==> config.mk <==
export PLATFORM = sky130hd
export DESIGN_NAME = spi_reg_rd_mux_flat
export DESIGN_NICKNAME = d
export VERILOG_FILES = /design/src/rtl/spi_pkg.sv /design/src/rtl/spi_reg_rd_mux_if.sv /design/src/rtl/spi_sticky_flags.sv /design/src/rtl/spi_reg_rd_mux.sv /design/src/flat_wrapper.sv
export SDC_FILE = /design/constraint.sdc
export NUM_CORES = 1
export LEC_CHECK = 0
export BUFFER_PORTS_ARGS = -buffer_cell sky130_fd_sc_hd__buf_2
export CELL_PAD_IN_SITES_DETAIL_PLACEMENT = 0
export CELL_PAD_IN_SITES_GLOBAL_PLACEMENT = 1
export CORE_MARGIN = 10
export CORE_UTILIZATION = 26
export DETAILED_ROUTE_END_ITERATION = 10
export HOLD_SLACK_MARGIN = 0.06
export MAX_ROUTING_LAYER = met4
export PLACE_DENSITY_LB_ADDON = 0.25
export SETUP_SLACK_MARGIN = 0.05
export SLEW_MARGIN = 0
export SYNTH_ARGS = -nofsm -noshare
export SYNTH_HDL_FRONTEND = slang
export SYNTH_SLANG_ARGS = --single-unit
==> constraint.sdc <==
create_clock -name clk_i -period 1.5 [get_ports clk_i]
set_input_delay 0.3 -clock clk_i [delete_from_list [all_inputs] [get_ports clk_i]]
set_output_delay 0.3 -clock clk_i [all_outputs]
set_load 0.05 [all_outputs]
==> src/rtl/spi_pkg.sv <==
// Shared constants for the SPI register read-back path: slot map, event bits,
// and a small range-check helper.
package spi_pkg;

  localparam int SPI_DATA_W = 32;

  localparam int REG_CTRL   = 0;
  localparam int REG_DATOS  = 1;
  localparam int REG_STATUS = 2;
  localparam int REG_FREE   = 3;

  localparam int EVT_TX_DONE = 0;
  localparam int EVT_RX_FULL = 1;
  localparam int EVT_OVERRUN = 2;

  typedef enum logic [1:0] {
    RD_SLOT   = 2'd0,
    RD_STATUS = 2'd1,
    RD_ERR    = 2'd2
  } rd_kind_e;

  function automatic rd_kind_e classify_sel(input int sel, input int n_regs,
                                            input int status_idx);
    if (sel >= n_regs) begin
      return RD_ERR;
    end
    if (sel == status_idx) begin
      return RD_STATUS;
    end
    return RD_SLOT;
  endfunction

endpackage

==> src/rtl/spi_reg_rd_mux_if.sv <==
// Read request/response bundle between the processor load path (master)
// and the register read-back mux (slave).
interface spi_reg_rd_mux_if #(
  parameter int DATA_W = 32,
  parameter int SEL_W  = 2
);

  logic              rd_req_i;
  logic [SEL_W-1:0]  reg_sel_i;
  logic [DATA_W-1:0] rdata_o;
  logic              rvalid_o;
  logic              sel_err_o;

  modport master (
    output rd_req_i,
    output reg_sel_i,
    input  rdata_o,
    input  rvalid_o,
    input  sel_err_o
  );

  modport slave (
    input  rd_req_i,
    input  reg_sel_i,
    output rdata_o,
    output rvalid_o,
    output sel_err_o
  );

endinterface

==> src/rtl/spi_sticky_flags.sv <==
// Sticky event flags with clear-on-read (set beats clear) and a registered,
// masked interrupt reduction.
module spi_sticky_flags #(
  parameter int EVT_W = 8
) (
  input  logic             clk_i,
  input  logic             rst_i,
  input  logic [EVT_W-1:0] set_i,
  input  logic             clr_i,
  input  logic [EVT_W-1:0] mask_i,
  output logic [EVT_W-1:0] flags_o,
  output logic             irq_o
);

  logic [EVT_W-1:0] flags_q, flags_d;
  logic             irq_q, irq_d;

  // An event arriving on the clearing edge survives the clear.
  always_comb begin
    flags_d = clr_i ? set_i : (flags_q | set_i);
    irq_d   = |(flags_q & mask_i);
  end

  always_ff @(posedge clk_i) begin
    if (rst_i) begin
      flags_q <= '0;
      irq_q   <= 1'b0;
    end else begin
      flags_q <= flags_d;
      irq_q   <= irq_d;
    end
  end

  assign flags_o = flags_q;
  assign irq_o   = irq_q;

endmodule

==> src/rtl/spi_reg_rd_mux.sv <==
// Registered N-way read-back mux for the SPI register file, with one slot
// replaced by the internal clear-on-read sticky status register.
module spi_reg_rd_mux
  import spi_pkg::*;
#(
  parameter int DATA_W     = SPI_DATA_W,
  parameter int N_REGS     = 4,
  parameter int EVT_W      = 8,
  parameter int STATUS_IDX = REG_STATUS
) (
  input  logic                     clk_i,
  input  logic                     rst_i,
  input  logic [N_REGS*DATA_W-1:0] reg_in_i,
  input  logic [EVT_W-1:0]         evt_i,
  input  logic [EVT_W-1:0]         irq_mask_i,
  spi_reg_rd_mux_if.slave          rd_if,
  output logic                     irq_o
);

  localparam int SEL_W = $clog2(N_REGS);

  logic [DATA_W-1:0] slot_w [N_REGS];
  logic [EVT_W-1:0]  flags_w;

  logic [DATA_W-1:0] rdata_q, rdata_d;
  logic              rvalid_q, rvalid_d;
  logic              sel_err_q, sel_err_d;
  logic              status_rd;
  rd_kind_e          kind;
  logic [SEL_W-1:0]  sel;

  genvar gi;
  generate
    for (gi = 0; gi < N_REGS; gi++) begin : g_slot
      assign slot_w[gi] = reg_in_i[gi*DATA_W +: DATA_W];
    end
  endgenerate

  assign sel  = rd_if.reg_sel_i;
  assign kind = classify_sel(int'(sel), N_REGS, STATUS_IDX);

  always_comb begin
    rdata_d   = rdata_q;
    rvalid_d  = 1'b0;
    sel_err_d = 1'b0;
    status_rd = 1'b0;
    if (rd_if.rd_req_i) begin
      rvalid_d = 1'b1;
      rdata_d  = '0;
      case (kind)
        RD_ERR: begin
          sel_err_d = 1'b1;
        end
        RD_STATUS: begin
          rdata_d   = DATA_W'(flags_w);
          status_rd = 1'b1;
        end
        default: begin
          for (int k = 0; k < N_REGS; k++) begin
            if (int'(sel) == k) begin
              rdata_d = slot_w[k];
            end
          end
        end
      endcase
    end
  end

  always_ff @(posedge clk_i) begin
    if (rst_i) begin
      rdata_q   <= '0;
      rvalid_q  <= 1'b0;
      sel_err_q <= 1'b0;
    end else begin
      rdata_q   <= rdata_d;
      rvalid_q  <= rvalid_d;
      sel_err_q <= sel_err_d;
    end
  end

  spi_sticky_flags #(
    .EVT_W(EVT_W)
  ) u_sticky (
    .clk_i  (clk_i),
    .rst_i  (rst_i),
    .set_i  (evt_i),
    .clr_i  (status_rd),
    .mask_i (irq_mask_i),
    .flags_o(flags_w),
    .irq_o  (irq_o)
  );

  assign rd_if.rdata_o   = rdata_q;
  assign rd_if.rvalid_o  = rvalid_q;
  assign rd_if.sel_err_o = sel_err_q;

endmodule

==> src/flat_wrapper.sv <==
// flat-port wrapper written by rule: the top's interface ports become plain ports
module spi_reg_rd_mux_flat import spi_pkg::*;
#(
  parameter int DATA_W     = SPI_DATA_W,
  parameter int N_REGS     = 4,
  parameter int EVT_W      = 8,
  parameter int STATUS_IDX = REG_STATUS
)
  (clk_i, rst_i, reg_in_i, evt_i, irq_mask_i, irq_o, rd_if_rd_req_i, rd_if_reg_sel_i, rd_if_rdata_o, rd_if_rvalid_o, rd_if_sel_err_o);
  spi_reg_rd_mux_if #(.DATA_W(DATA_W), .SEL_W((2))) rd_if_i ();
  input  logic clk_i;
  input  logic rst_i;
  input  logic [N_REGS*DATA_W-1:0] reg_in_i;
  input  logic [EVT_W-1:0] evt_i;
  input  logic [EVT_W-1:0] irq_mask_i;
  output logic irq_o;
  input wire logic [$bits(rd_if_i.rd_req_i)-1:0] rd_if_rd_req_i;
  input wire logic [$bits(rd_if_i.reg_sel_i)-1:0] rd_if_reg_sel_i;
  output wire logic [$bits(rd_if_i.rdata_o)-1:0] rd_if_rdata_o;
  output wire logic [$bits(rd_if_i.rvalid_o)-1:0] rd_if_rvalid_o;
  output wire logic [$bits(rd_if_i.sel_err_o)-1:0] rd_if_sel_err_o;
  assign rd_if_i.rd_req_i = rd_if_rd_req_i;
  assign rd_if_i.reg_sel_i = rd_if_reg_sel_i;
  assign rd_if_rdata_o = rd_if_i.rdata_o;
  assign rd_if_rvalid_o = rd_if_i.rvalid_o;
  assign rd_if_sel_err_o = rd_if_i.sel_err_o;
  spi_reg_rd_mux #(.DATA_W(DATA_W), .N_REGS(N_REGS), .EVT_W(EVT_W), .STATUS_IDX(STATUS_IDX)) u_core (.clk_i(clk_i), .rst_i(rst_i), .reg_in_i(reg_in_i), .evt_i(evt_i), .irq_mask_i(irq_mask_i), .rd_if(rd_if_i), .irq_o(irq_o));
endmodule
==> impl_metrics.tcl <==
set metrics [dict create \
    post_synth_inst_count 234 \
    syn-mean-instance-area_um2 9.45 \
    grt_max_degree 34 \
    initial_antenna_violation_count 0 \
    layout-area-overhead-vs-synth_pct 44.5 \
    gpl.final_weighted_congestion 0.751 \
    ys_types 25 \
    critical_path_required_ns 1.20 \
    num_io_pins 184 \
    core_um2 8260 \
    critical_path.max_fanout 2 \
    grt_setup_unrepaired "false" \
    clock_buffer_depth 2 \
    clock-sinks 42 \
    hp-class "in -> reg" \
    critical_path_sink_type "primary output" \
    timing.critical_path.buf_inv 1 \
    post_cts_setup_repair_bufs 0 \
    cts_h_tree_lvls 2 \
    final_hold_viol_count 0 \
    power_density_normalized_to_cell_area_nw_per_um2 886 \
    drt_initial_violations 91 \
    final_wirelength_mm 7.78 \
    place_ws_ns 0.0293 \
    synth_area_um2 2210 \
    route.detailed.wl_per_inst_um 16.1 \
    synthDominantAreaCellType "sky130_fd_sc_hd__dfxtp_1" \
    drt_drc_violations_left 0 \
    cts.repair.resized 0 \
    ff2ff_setup_slack_ns 0.36 \
    synthesis.yosys.warnings 0 \
    rr_worst_depth 3 \
    postRouteAntennaNets 0 \
    die-height_um 112 \
    layout_min_cycle_time_ns 1.21 \
    vdd.ir_drop.worst_v 0.000303 \
    fp.dieArea_um2 12600 \
    clock.fmax_mhz 826 \
    syn_nets 383 \
    worst_path_max_delay_cell "sky130_fd_sc_hd__dfxtp_1" \
    cellLeakagePower_nw 1.56 \
    layout.filler_cells 886 \
    grt.overflow.total 0 \
    synth_seq_area_share_pct 38.0 \
    setup_slack_ns 0.290 \
    worst_setup_path_start_kind "flop" \
    power_mw 2.83 \
    vias 2233 \
    beginning_of_the_worst_register_to_register_path "u_core.u_sticky.flags_o[0]" \
    setup_viol_count_final 0 \
    outcome "finished, final reports clean" \
    cts_made_buffers 5 \
    drtPass1Iterations 4 \
    grt_pass1_vias 2368 \
    critical_path_class "reg -> out" \
    number_of_nets_in_the_layout 526 \
    timing.critical_path.slowest_cell_delay_ns 0.34 \
    hold-path-cell-count 3 \
    synth_top_cell_area_share_pct 38.0 \
    holdWs_ns 0.206 \
    min-delay-start "evt_i[5]" \
    initial_utilization_pct 26.8 \
    io_buffer_count 150 \
    fin_setup_tns_ns 0 \
    ys_top_cells_by_area "sky130_fd_sc_hd__dfxtp_1, sky130_fd_sc_hd__mux2i_1, sky130_fd_sc_hd__a311oi_1" \
    drv_slew 0 \
    finalCritPeriodShare_pct 80.7 \
    insertedDiodeCount 0 \
    worstReg2RegEnd "u_core.rd_if.rdata_o[0]" \
    rows 33 \
    place_hpwl_mm 6.26 \
    clock_latency_ns 0.29 \
    post_cts_hold_buffer_count 0 \
    clock_tree.root_cell "sky130_fd_sc_hd__clkbuf_8" \
    tritoncts "done" \
    synth-seq-cells 42 \
    clock-skew-final_ns 0.00227 \
    avgViaCountPerCell 4.62 \
    cts.reportedPaths.clkPinSlew_ns 0.09 \
    worstHoldEndpoint "u_core.u_sticky.flags_o[5]" \
    cap_violations 0 \
    track_usage_pct 12.0 \
    timing.critical_path.max_delay_family "flip-flops" \
    die_x_um 112 \
    worstPathCellList "buf_2" \
    drive_gt1_share_pct 45.5 \
    wire_length_of_the_first_global_routing_pass_mm 12.2 \
    critical_path_arrival_ns 0.91 \
]
==> layout make-up <==
class                   count  area (µm²)  area share, %
repair buffers            159         906           28.4
well taps                 105         131           4.11
multi-input cells         169        1220           38.2
clock inverters             2        12.5          0.392
flip-flops and latches     42         841           26.3
clock buffers               6        82.6           2.59
==> metrics by stage <==
step / instances / area [µm²] / util [%]
6_report: 483 / 3190 / 38.7
2_1_floorplan: 234 / 2210 / -
3_5_place_dp: 475 / 3100 / 37.5
5_1_grt: 483 / 3190 / 38.7
3_3_place_gp: 475 / 3100 / 37.5
4_1_cts: 483 / 3190 / 38.7
==> power breakdown <==
part	switching (mW)	leakage, nW	internal, mW
Clock	0.404	0.0472	0.370
Combinational	0.481	1.17	0.337
Sequential	0.0430	0.349	1.20
==> per-layer routing <==
layer	vias up	routed length (µm)	GRT usage (%)	part of all wire, %
li1	1125	-	-	-
met1	1012	3370	14.1	43
met2	90	3890	19.7	50
met3	6	439	2.82	5.6
met4	0	84	3.55	1.1
met5	-	0	-	0
==> synth_stat cells, drive strengths merged <==
| master | count |
|---|---|
| dfxtp | 42 |
| a21oi | 8 |
| nand2 | 23 |
| buf | 12 |
| a22oi | 4 |
| conb | 1 |
| nor2b | 1 |
| mux2i | 32 |
| and2 | 1 |
| nand3b | 1 |
| clkbuf | 11 |
| nor2 | 40 |
| o211a | 1 |
| nor3 | 1 |
| a41oi | 1 |
| nand3 | 1 |
| or2 | 23 |
| a311oi | 23 |
| mux4 | 8 |
==> worst max-delay path by stage <==
stage          slack (ns)                      from  cells after the start                 endpoint
6_report             0.29   u_core.rd_if.rdata_o[1]                      1         rd_if_rdata_o[1]
5_1_grt              0.25   u_core.rd_if.rdata_o[0]                      1         rd_if_rdata_o[0]
4_1_cts              0.27  u_core.rd_if.rdata_o[25]                      1        rd_if_rdata_o[25]
3_5_place_dp         0.03        rd_if_reg_sel_i[0]                      5  u_core.rd_if.rdata_o[1]
3_3_place_gp         0.04        rd_if_reg_sel_i[0]                      5  u_core.rd_if.rdata_o[0]
2_1_floorplan        0.15        rd_if_reg_sel_i[0]                      5  u_core.rd_if.rdata_o[4]
==> flip-flops by register name, indices dropped and copies added, names as in the netlist <==
signal	cells
u_core.rd_if.rdata_o	32
u_core.u_sticky.flags_o	8
u_core.rd_if.rvalid_o	1
u_core.u_sticky.irq_o	1
==> logic make-up after synthesis <==
kind of cell | Yosys count | share of synthesized area, %
flops | 42 | 38.0
buf+inv | 23 | 6.73
mux | 40 | 23.3
simple gates | 91 | 18.6
other cells | 1 | 0.170
compound gates | 37 | 13.1
==> layout by cell type, fill, tap and decap left out <==
cell type                    count
sky130_fd_sc_hd__buf_2         150
sky130_fd_sc_hd__dfxtp_1        42
sky130_fd_sc_hd__nor2_1         40
sky130_fd_sc_hd__mux2i_1        32
sky130_fd_sc_hd__or2_1          23
sky130_fd_sc_hd__nand2_1        23
sky130_fd_sc_hd__a311oi_1       23
sky130_fd_sc_hd__a21oi_1         8
sky130_fd_sc_hd__buf_12          7
sky130_fd_sc_hd__clkbuf_8        6
sky130_fd_sc_hd__mux4_2          4
sky130_fd_sc_hd__mux4_1          4
sky130_fd_sc_hd__a22oi_1         4
sky130_fd_sc_hd__buf_4           2
sky130_fd_sc_hd__and2_2          1
sky130_fd_sc_hd__nand3b_1        1
sky130_fd_sc_hd__nand3_1         1
sky130_fd_sc_hd__o211a_1         1
sky130_fd_sc_hd__nor3_1          1
sky130_fd_sc_hd__nor2b_1         1
sky130_fd_sc_hd__a41oi_1         1
sky130_fd_sc_hd__conb_1          1
sky130_fd_sc_hd__clkinv_2        1
sky130_fd_sc_hd__clkinvlp_4      1
(Power assumes the default switching activity.)
